==> src/rtl/fetch_stall_ctrl_pkg.sv <==
// Shared encodings for the Fetch stall sequencer.
package fetch_stall_ctrl_pkg;

   typedef enum logic [2:0] {
      ST_RUN       = 3'd0,
      ST_DEP_HOLD  = 3'd1,
      ST_BR_WAIT   = 3'd2,
      ST_BR_BUBBLE = 3'd3,
      ST_GPU_HOLD  = 3'd4
   } fsc_state_e;

   // Fetch IR source select
   localparam logic [1:0] IRSEL_IMEM = 2'd0;  // IMEM[I_PC]
   localparam logic [1:0] IRSEL_HOLD = 2'd1;  // keep current IR
   localparam logic [1:0] IRSEL_NOP  = 2'd2;  // inject NOP_IR
   localparam logic [1:0] IRSEL_BRT  = 2'd3;  // IMEM[I_BranchPC]

   localparam logic [31:0] NOP_IR = 32'hFF000000;
   localparam int          PC_INC = 4;

endpackage

==> src/rtl/fetch_stall_ctrl_sat_counter.sv <==
// Saturating up-counter with enable and async active-low clear, negedge clocked.
module fsc_sat_counter #(
   parameter int W = 16
) (
   input  logic         clk_i,
   input  logic         rst_ni,
   input  logic         en_i,
   output logic [W-1:0] cnt_o
);

   logic [W-1:0] cnt_q, cnt_d;

   // Increment while enabled, stick at all-ones
   always_comb begin
      cnt_d = cnt_q;
      if (en_i && (cnt_q != '1)) cnt_d = cnt_q + W'(1);
   end

   // Counter register
   always_ff @(negedge clk_i or negedge rst_ni) begin
      if (!rst_ni) cnt_q <= '0;
      else         cnt_q <= cnt_d;
   end

   assign cnt_o = cnt_q;

endmodule

==> src/rtl/fetch_stall_ctrl.sv <==
// Fetch stage sequencer: arbitrates redirect / GPU / dependency / branch stalls
// and tells Fetch whether to advance, hold, inject a NOP or redirect.
module fetch_stall_ctrl
   import fetch_stall_ctrl_pkg::*;
#(
   parameter int PC_WIDTH   = 16,
   parameter int BR_BUBBLES = 2,
   parameter int CNT_WIDTH  = 16
) (
   input  logic                 I_CLOCK,
   input  logic                 I_LOCK,
   input  logic                 I_BranchStallSignal,
   input  logic                 I_DepStallSignal,
   input  logic                 I_GPUStallSignal,
   input  logic                 I_BranchAddrSelect,
   input  logic [PC_WIDTH-1:0]  I_BranchPC,
   input  logic [PC_WIDTH-1:0]  I_PC,
   output logic [PC_WIDTH-1:0]  O_NextPC,
   output logic                 O_PCWrite,
   output logic [1:0]           O_IRSel,
   output logic                 O_FE_Valid,
   output logic [2:0]           O_State,
   output logic [CNT_WIDTH-1:0] O_StallCycles
);

   localparam logic [2:0] BUB_LAST = 3'(BR_BUBBLES - 1);

   fsc_state_e state_q, state_d, saved_q, saved_d, eff_st, b_next;
   logic [2:0] bcnt_q, bcnt_d, b_cnt;
   logic       saved_vld_q, saved_vld_d;
   logic       b_pcw, b_vld, pcw, vld;
   logic [1:0] b_irsel, irsel;
   logic [PC_WIDTH-1:0] npc;

   // Next state and Mealy outputs: base behaviour of the effective state,
   // then GPU freeze and redirect layered on top by priority
   always_comb begin
      // GPU_HOLD acts as the state it interrupted; illegal codes act as RUN
      eff_st = (state_q == ST_GPU_HOLD) ? saved_q : state_q;
      if (3'(eff_st) >= 3'(ST_GPU_HOLD)) eff_st = ST_RUN;

      b_pcw   = 1'b0;
      b_irsel = IRSEL_NOP;
      b_vld   = 1'b0;
      b_next  = eff_st;
      b_cnt   = bcnt_q;
      case (eff_st)
         ST_BR_WAIT: begin
            if (!I_BranchStallSignal) begin
               b_next = ST_BR_BUBBLE;
               b_cnt  = '0;
            end
         end
         ST_BR_BUBBLE: begin
            if (I_BranchStallSignal) begin
               b_next = ST_BR_WAIT;
               b_cnt  = '0;
            end else if (bcnt_q == BUB_LAST) begin
               b_next = ST_RUN;
               b_cnt  = '0;
            end else begin
               b_cnt  = bcnt_q + 3'd1;
            end
         end
         default: begin  // RUN and DEP_HOLD share the same rules
            if (I_DepStallSignal) begin
               b_irsel = IRSEL_HOLD;
               b_vld   = 1'b1;
               b_next  = ST_DEP_HOLD;
            end else if (I_BranchStallSignal) begin
               b_irsel = IRSEL_HOLD;
               b_next  = ST_BR_WAIT;
            end else begin
               b_pcw   = 1'b1;
               b_irsel = IRSEL_IMEM;
               b_vld   = 1'b1;
               b_next  = ST_RUN;
            end
         end
      endcase

      state_d     = b_next;
      bcnt_d      = b_cnt;
      saved_d     = saved_q;
      saved_vld_d = saved_vld_q;
      pcw         = b_pcw;
      npc         = I_PC + PC_WIDTH'(PC_INC);
      irsel       = b_irsel;
      vld         = b_vld;

      if (I_BranchAddrSelect) begin
         pcw     = 1'b1;
         npc     = I_BranchPC;
         irsel   = IRSEL_BRT;
         vld     = 1'b1;
         state_d = ST_RUN;
         bcnt_d  = '0;
      end else if (I_GPUStallSignal) begin
         // Bubble count frozen from the entry cycle so the remaining NOPs survive
         pcw     = 1'b0;
         irsel   = IRSEL_HOLD;
         bcnt_d  = bcnt_q;
         state_d = ST_GPU_HOLD;
         if (state_q == ST_GPU_HOLD) begin
            vld = saved_vld_q;
         end else begin
            saved_d     = eff_st;
            saved_vld_d = b_vld;
         end
      end
   end

   // State, bubble counter and GPU save registers
   always_ff @(negedge I_CLOCK or negedge I_LOCK) begin
      if (!I_LOCK) begin
         state_q     <= ST_RUN;
         bcnt_q      <= '0;
         saved_q     <= ST_RUN;
         saved_vld_q <= 1'b0;
      end else begin
         state_q     <= state_d;
         bcnt_q      <= bcnt_d;
         saved_q     <= saved_d;
         saved_vld_q <= saved_vld_d;
      end
   end

   // Outputs are forced quiet while the lock is low
   assign O_PCWrite  = I_LOCK & pcw;
   assign O_NextPC   = I_LOCK ? npc : '0;
   assign O_IRSel    = I_LOCK ? irsel : IRSEL_NOP;
   assign O_FE_Valid = I_LOCK & vld;
   assign O_State    = state_q;

   fsc_sat_counter #(.W(CNT_WIDTH)) u_stall_cnt (
      .clk_i  (I_CLOCK),
      .rst_ni (I_LOCK),
      .en_i   (I_LOCK & ~pcw),
      .cnt_o  (O_StallCycles)
   );

endmodule
==> config.mk <==
export PLATFORM = sky130hd
export DESIGN_NAME = fetch_stall_ctrl
export DESIGN_NICKNAME = d
export VERILOG_FILES = /design/src/rtl/fetch_stall_ctrl_pkg.sv /design/src/rtl/fetch_stall_ctrl_sat_counter.sv /design/src/rtl/fetch_stall_ctrl.sv
export SDC_FILE = /design/constraint.sdc
export NUM_CORES = 1
export LEC_CHECK = 0
export CAP_MARGIN = 10
export CORE_UTILIZATION = 40
export DETAILED_ROUTE_END_ITERATION = 6
export PLACE_DENSITY = 0.75
export SLEW_MARGIN = 10
export SYNTH_ARGS = -nofsm -noshare
export SYNTH_HDL_FRONTEND = slang
export SYNTH_HIERARCHICAL = 1
export SYNTH_SLANG_ARGS = --single-unit
==> constraint.sdc <==
create_clock -name I_CLOCK -period 7.3 [get_ports I_CLOCK]
set_input_delay 1.095 -clock I_CLOCK [delete_from_list [all_inputs] [get_ports I_CLOCK]]
set_output_delay 1.095 -clock I_CLOCK [all_outputs]
set_load 0.05 [all_outputs]
==> impl_results.html <==
<table>
<tr><th>Metric</th><th>Value</th></tr>
<tr><th colspan="2">Run status</th></tr>
<tr><td>Run status</td><td>finished, final reports clean</td></tr>
<tr><th colspan="2">Timing</th></tr>
<tr><td>Tightest hold margin</td><td>451 ps</td></tr>
<tr><td>Worst slew pin tran</td><td>between 500 and 600 ps</td></tr>
<tr><td>Post-layout worst setup margin</td><td>121 ps</td></tr>
<tr><td>Clock Skew</td><td>1.47 ps</td></tr>
<tr><td>Number of slew-limit violations in the final report</td><td>0</td></tr>
<tr><td>Number of endpoints with negative hold slack in the final report</td><td>0</td></tr>
<tr><td>Max transition margin</td><td>62.8%</td></tr>
<tr><td>Number of setup violations in the final report</td><td>0</td></tr>
<tr><td>Total negative slack for setup checks</td><td>0 ps</td></tr>
<tr><td>Unrepaired setup endpoints after global routing</td><td>no</td></tr>
<tr><th colspan="2">Power and ir drop</th></tr>
<tr><td>Proportion of power drawn by the clock network</td><td>21.9%</td></tr>
<tr><td>Cell area power density</td><td>187 nW/um^2</td></tr>
<tr><td>Cell-internal power</td><td>~320 uW</td></tr>
<tr><td>Switch Pwr</td><td>between 200 and 250 uW</td></tr>
<tr><td>Power share of the combinational group</td><td>41.7%</td></tr>
<tr><td>Max IR drop VDD</td><td>between 0.1 and 0.15 mV</td></tr>
<tr><td>Static Leakage</td><td>about 1.2 nW</td></tr>
<tr><td>Overall power consumption</td><td>~530 uW</td></tr>
<tr><td>Proportion of total power due to net switching</td><td>between 30 and 40%</td></tr>
<tr><td>Sequential Power Share</td><td>36.4%</td></tr>
<tr><th colspan="2">Worst setup path</th></tr>
<tr><td>Data arrival time at the worst-slack endpoint</td><td>slightly above 6000 ps</td></tr>
<tr><td>Nature of the critical path endpoint</td><td>output pin</td></tr>
<tr><td>Peak fanout along the critical path</td><td>5</td></tr>
<tr><td>Origin of the critical flop-to-flop path</td><td>O_State[2]$_DFF_NN0_</td></tr>
<tr><td>Number of cell instances on the worst register-to-register path</td><td>9</td></tr>
<tr><td>Required time at the endpoint of the critical path</td><td>~6200 ps</td></tr>
<tr><td>Critical path type</td><td>reg -&gt; out</td></tr>
<tr><td>Setup slack of the most critical reg-to-reg path</td><td>approximately 4800 ps</td></tr>
<tr><td>Sort of element at the start of the critical path</td><td>register</td></tr>
<tr><td>Critical register-to-register path endpoint</td><td>u_stall_cnt/cnt_o[5]$_DFFE_NN0P_</td></tr>
<tr><th colspan="2">Die</th></tr>
<tr><td>Top Ports</td><td>77</td></tr>
<tr><td>Row Count</td><td>25</td></tr>
<tr><td>Vertical die dimension</td><td>approximately 72 um</td></tr>
<tr><td>Initial core utilization</td><td>slightly above 40%</td></tr>
<tr><td>Horizontal die dimension</td><td>just over 70 um</td></tr>
<tr><td>Die area</td><td>between 5000 and 6000 sq um</td></tr>
<tr><td>Core Footprint</td><td>roughly 4700 sq um</td></tr>
<tr><th colspan="2">Finish</th></tr>
<tr><td>Fin nets</td><td>between 300 and 400</td></tr>
<tr><td>ANT cells</td><td>0</td></tr>
<tr><td>Synth-to-layout area growth</td><td>46.5%</td></tr>
<tr><td>Util after Layout</td><td>slightly above 60%</td></tr>
<tr><td>Layout cell share with drive strength beyond 1</td><td>under 10%</td></tr>
<tr><td>Final Instance Count excl. Fillers</td><td>approximately 350</td></tr>
<tr><td>Most frequent cells in the layout</td><td>74 x clkdlybuf4s50_1, 26 x dfrtn_1, 15 x a21oi_1</td></tr>
<tr><td>Final Cell Area</td><td>approximately 2800 sq um</td></tr>
<tr><td>Most frequent standard cell in the layout excluding fill and tap cells</td><td>clkdlybuf4s50_1</td></tr>
<tr><th colspan="2">CTS</th></tr>
<tr><td>Num Clock Sinks</td><td>26</td></tr>
<tr><td>Clock transition at the registers of the reported paths</td><td>60 ps</td></tr>
<tr><td>Num CTS Buffers</td><td>3</td></tr>
<tr><td>Buffers from clock root to sink, at most</td><td>2</td></tr>
<tr><td>CTS tree</td><td>built</td></tr>
<tr><td>Clock root buffer master</td><td>clkbuf_8</td></tr>
<tr><td>Buffers inserted by post-CTS timing repair</td><td>0</td></tr>
<tr><td>Clock Latency Late Sink</td><td>280 ps</td></tr>
<tr><td>CTS H-tree depth</td><td>1</td></tr>
<tr><th colspan="2">Placed design</th></tr>
<tr><td>Setup slack after placement</td><td>roughly 360 ps</td></tr>
<tr><td>PortBufs</td><td>between 70 and 80</td></tr>
<tr><td>Inst Count DP</td><td>341</td></tr>
<tr><td>Area after DPL</td><td>between 2000 and 3000 sq um</td></tr>
<tr><td>Total half-perimeter wirelength after legalization and detailed placement</td><td>3810 um</td></tr>
<tr><td>Routability Congestion</td><td>roughly 0.84</td></tr>
<tr><th colspan="2">Synthesis</th></tr>
<tr><td>Post-synthesis instance total</td><td>~210</td></tr>
<tr><td>Share of flip-flops with an asynchronous set or reset</td><td>100%</td></tr>
<tr><td>Share of synthesized area occupied by flip-flops and latches</td><td>roughly a third</td></tr>
<tr><td>Combined area of all synthesized cells</td><td>between 1500 and 2000 sq um</td></tr>
<tr><td>Average size of a mapped cell</td><td>approximately 9 sq um</td></tr>
<tr><td>Register bit count reported by yosys</td><td>26</td></tr>
<tr><td>Distinct cell type count of the synthesized netlist</td><td>53</td></tr>
<tr><td>Dominant synthesized flop cell</td><td>dfrtn_1</td></tr>
<tr><td>Post-synth EDFFs</td><td>0</td></tr>
<tr><td>Synthesized netlist net count</td><td>approximately 250</td></tr>
<tr><td>Syn. warnings</td><td>6</td></tr>
<tr><th colspan="2">Route</th></tr>
<tr><td>Average detailed-routed wire length per instance</td><td>14.8 um</td></tr>
<tr><td>Number of DRC violations after detailed routing</td><td>0</td></tr>
<tr><td>Number of vias in the routed layout</td><td>1955</td></tr>
<tr><td>First-pass iteration count of the detailed router</td><td>4</td></tr>
<tr><td>Total detailed-routing wirelength</td><td>about 5000 um</td></tr>
<tr><td>Vias per Instance</td><td>roughly 5.7</td></tr>
<tr><td>Post-route ant nets</td><td>0</td></tr>
<tr><td>Number of design-rule violations left by the first detailed-router iteration</td><td>about 120</td></tr>
<tr><th colspan="2">GRT</th></tr>
<tr><td>Via count of the first global-routing pass</td><td>1850</td></tr>
<tr><td>Antenna violations before repair</td><td>0</td></tr>
<tr><td>Final global-route overflow total</td><td>0</td></tr>
<tr><td>Overall routing resource usage</td><td>around a fifth</td></tr>
<tr><td>Wire length of the first global-routing pass</td><td>8450 um</td></tr>
<tr><td>Maximum number of pins on one net before global-route repair</td><td>47</td></tr>
<tr><th colspan="2">Job</th></tr>
<tr><td>Maxcap violations</td><td>0</td></tr>
<tr><th colspan="2">Worst hold path</th></tr>
<tr><td>Min-Delay Startpoint</td><td>u_stall_cnt/cnt_o[15]$_DFFE_NN0P_</td></tr>
<tr><td>Classification of the worst-slack hold path</td><td>reg -&gt; reg</td></tr>
<tr><td>Hold-critical path endpoint</td><td>u_stall_cnt/cnt_o[15]$_DFFE_NN0P_</td></tr>
<tr><td>WHS Path Cells</td><td>1</td></tr>
</table>
==> synthesized netlist by cell type, types with 5 or more instances <==
master | number | area (sq um)
a21oi_1 | 15 | 75.1
a31oi_1 | 6 | 37.5
clkbuf_1 | 6 | 22.5
dfrtn_1 | 26 | 651
inv_1 | 5 | 18.8
nand2_1 | 13 | 48.8
nand3_1 | 12 | 60.1
nand4_1 | 12 | 75.1
nor2_1 | 14 | 52.6
o21a_1 | 7 | 52.6
o21ai_0 | 12 | 60.1
xnor2_1 | 7 | 61.3
xor2_1 | 11 | 96.3
==> worst max-delay path: stages (launching register included) <==
cell,delay (ps)
dfrtn_1,450
and2b_1,240
a31oi_1,260
and3_1,250
o21a_1,130
clkdlybuf4s50_1,820
==> flip-flops by register name (all words and copies together), names as in the netlist <==
signal and cells:
bcnt_q 3, O_State 3, saved_q 3, saved_vld_q 1, u_stall_cnt/cnt_o 16
==> power by group through the flow <==
stage / Combinational, mW / Clock (mW) / Sequential (mW)
detailed placement: 0.221 / 0 / 0.195
floorplan: 0.0863 / 0 / 0.241
global route: 0.235 / 0.125 / 0.197
CTS: 0.222 / 0.121 / 0.194
finish: 0.222 / 0.117 / 0.194
global placement: 0.219 / 0 / 0.196
==> metal layers <==
layer | GRT usage, % | vias to the layer above | share of wire, %
met4 | 4.58 | 0 | 0.25
met2 | 35.0 | 59 | 48
met3 | 2.81 | 2 | 5.6
li1 | - | 960 | -
met5 | 0 | - | 0
met1 | 26.5 | 934 | 46
==> cell families after synthesis <==
family / share of synthesized area (%)
AO/OA/AOI/OAI: 20.1
multiplexers: 2.70
adder cells (fa/ha/maj): 1.29
buffers and inverters: 2.51
XOR/XNOR: 8.11
flip-flops: 33.5
AND/OR/NAND/NOR: 31.8
==> worst max-delay path by stage <==
stage / startpoint / to / slack, ps / depth (start not counted)
2_1_floorplan: O_State[2]$_DFF_NN0_ / O_FE_Valid / 290 / 4
3_3_place_gp: O_State[2]$_DFF_NN0_ / O_FE_Valid / 400 / 5
3_5_place_dp: O_State[2]$_DFF_NN0_ / O_FE_Valid / 360 / 5
4_1_cts: O_State[2]$_DFF_NN0_ / O_FE_Valid / 60 / 5
5_1_grt: O_State[2]$_DFF_NN0_ / O_PCWrite / 20 / 5
6_report: O_State[2]$_DFF_NN0_ / O_PCWrite / 120 / 5
==> area by class of cell <==
cell class	instances	area (sq um)
Fill cell	415	1840
Multi-Input combinational cell	175	1240
Timing Repair Buffer	81	796
Sequential cell	26	651
Tap cell	54	67.6
Clock buffer	3	41.3
Clock inverter	1	30.0
Inverter	5	18.8
==> what timing repair did <==
item	in CTS	in global routing
endpoints found under the setup margin	0	1
hold buffers	0	0
resized for setup	0	1
Note: power is estimated with default switching activity, not from simulation.
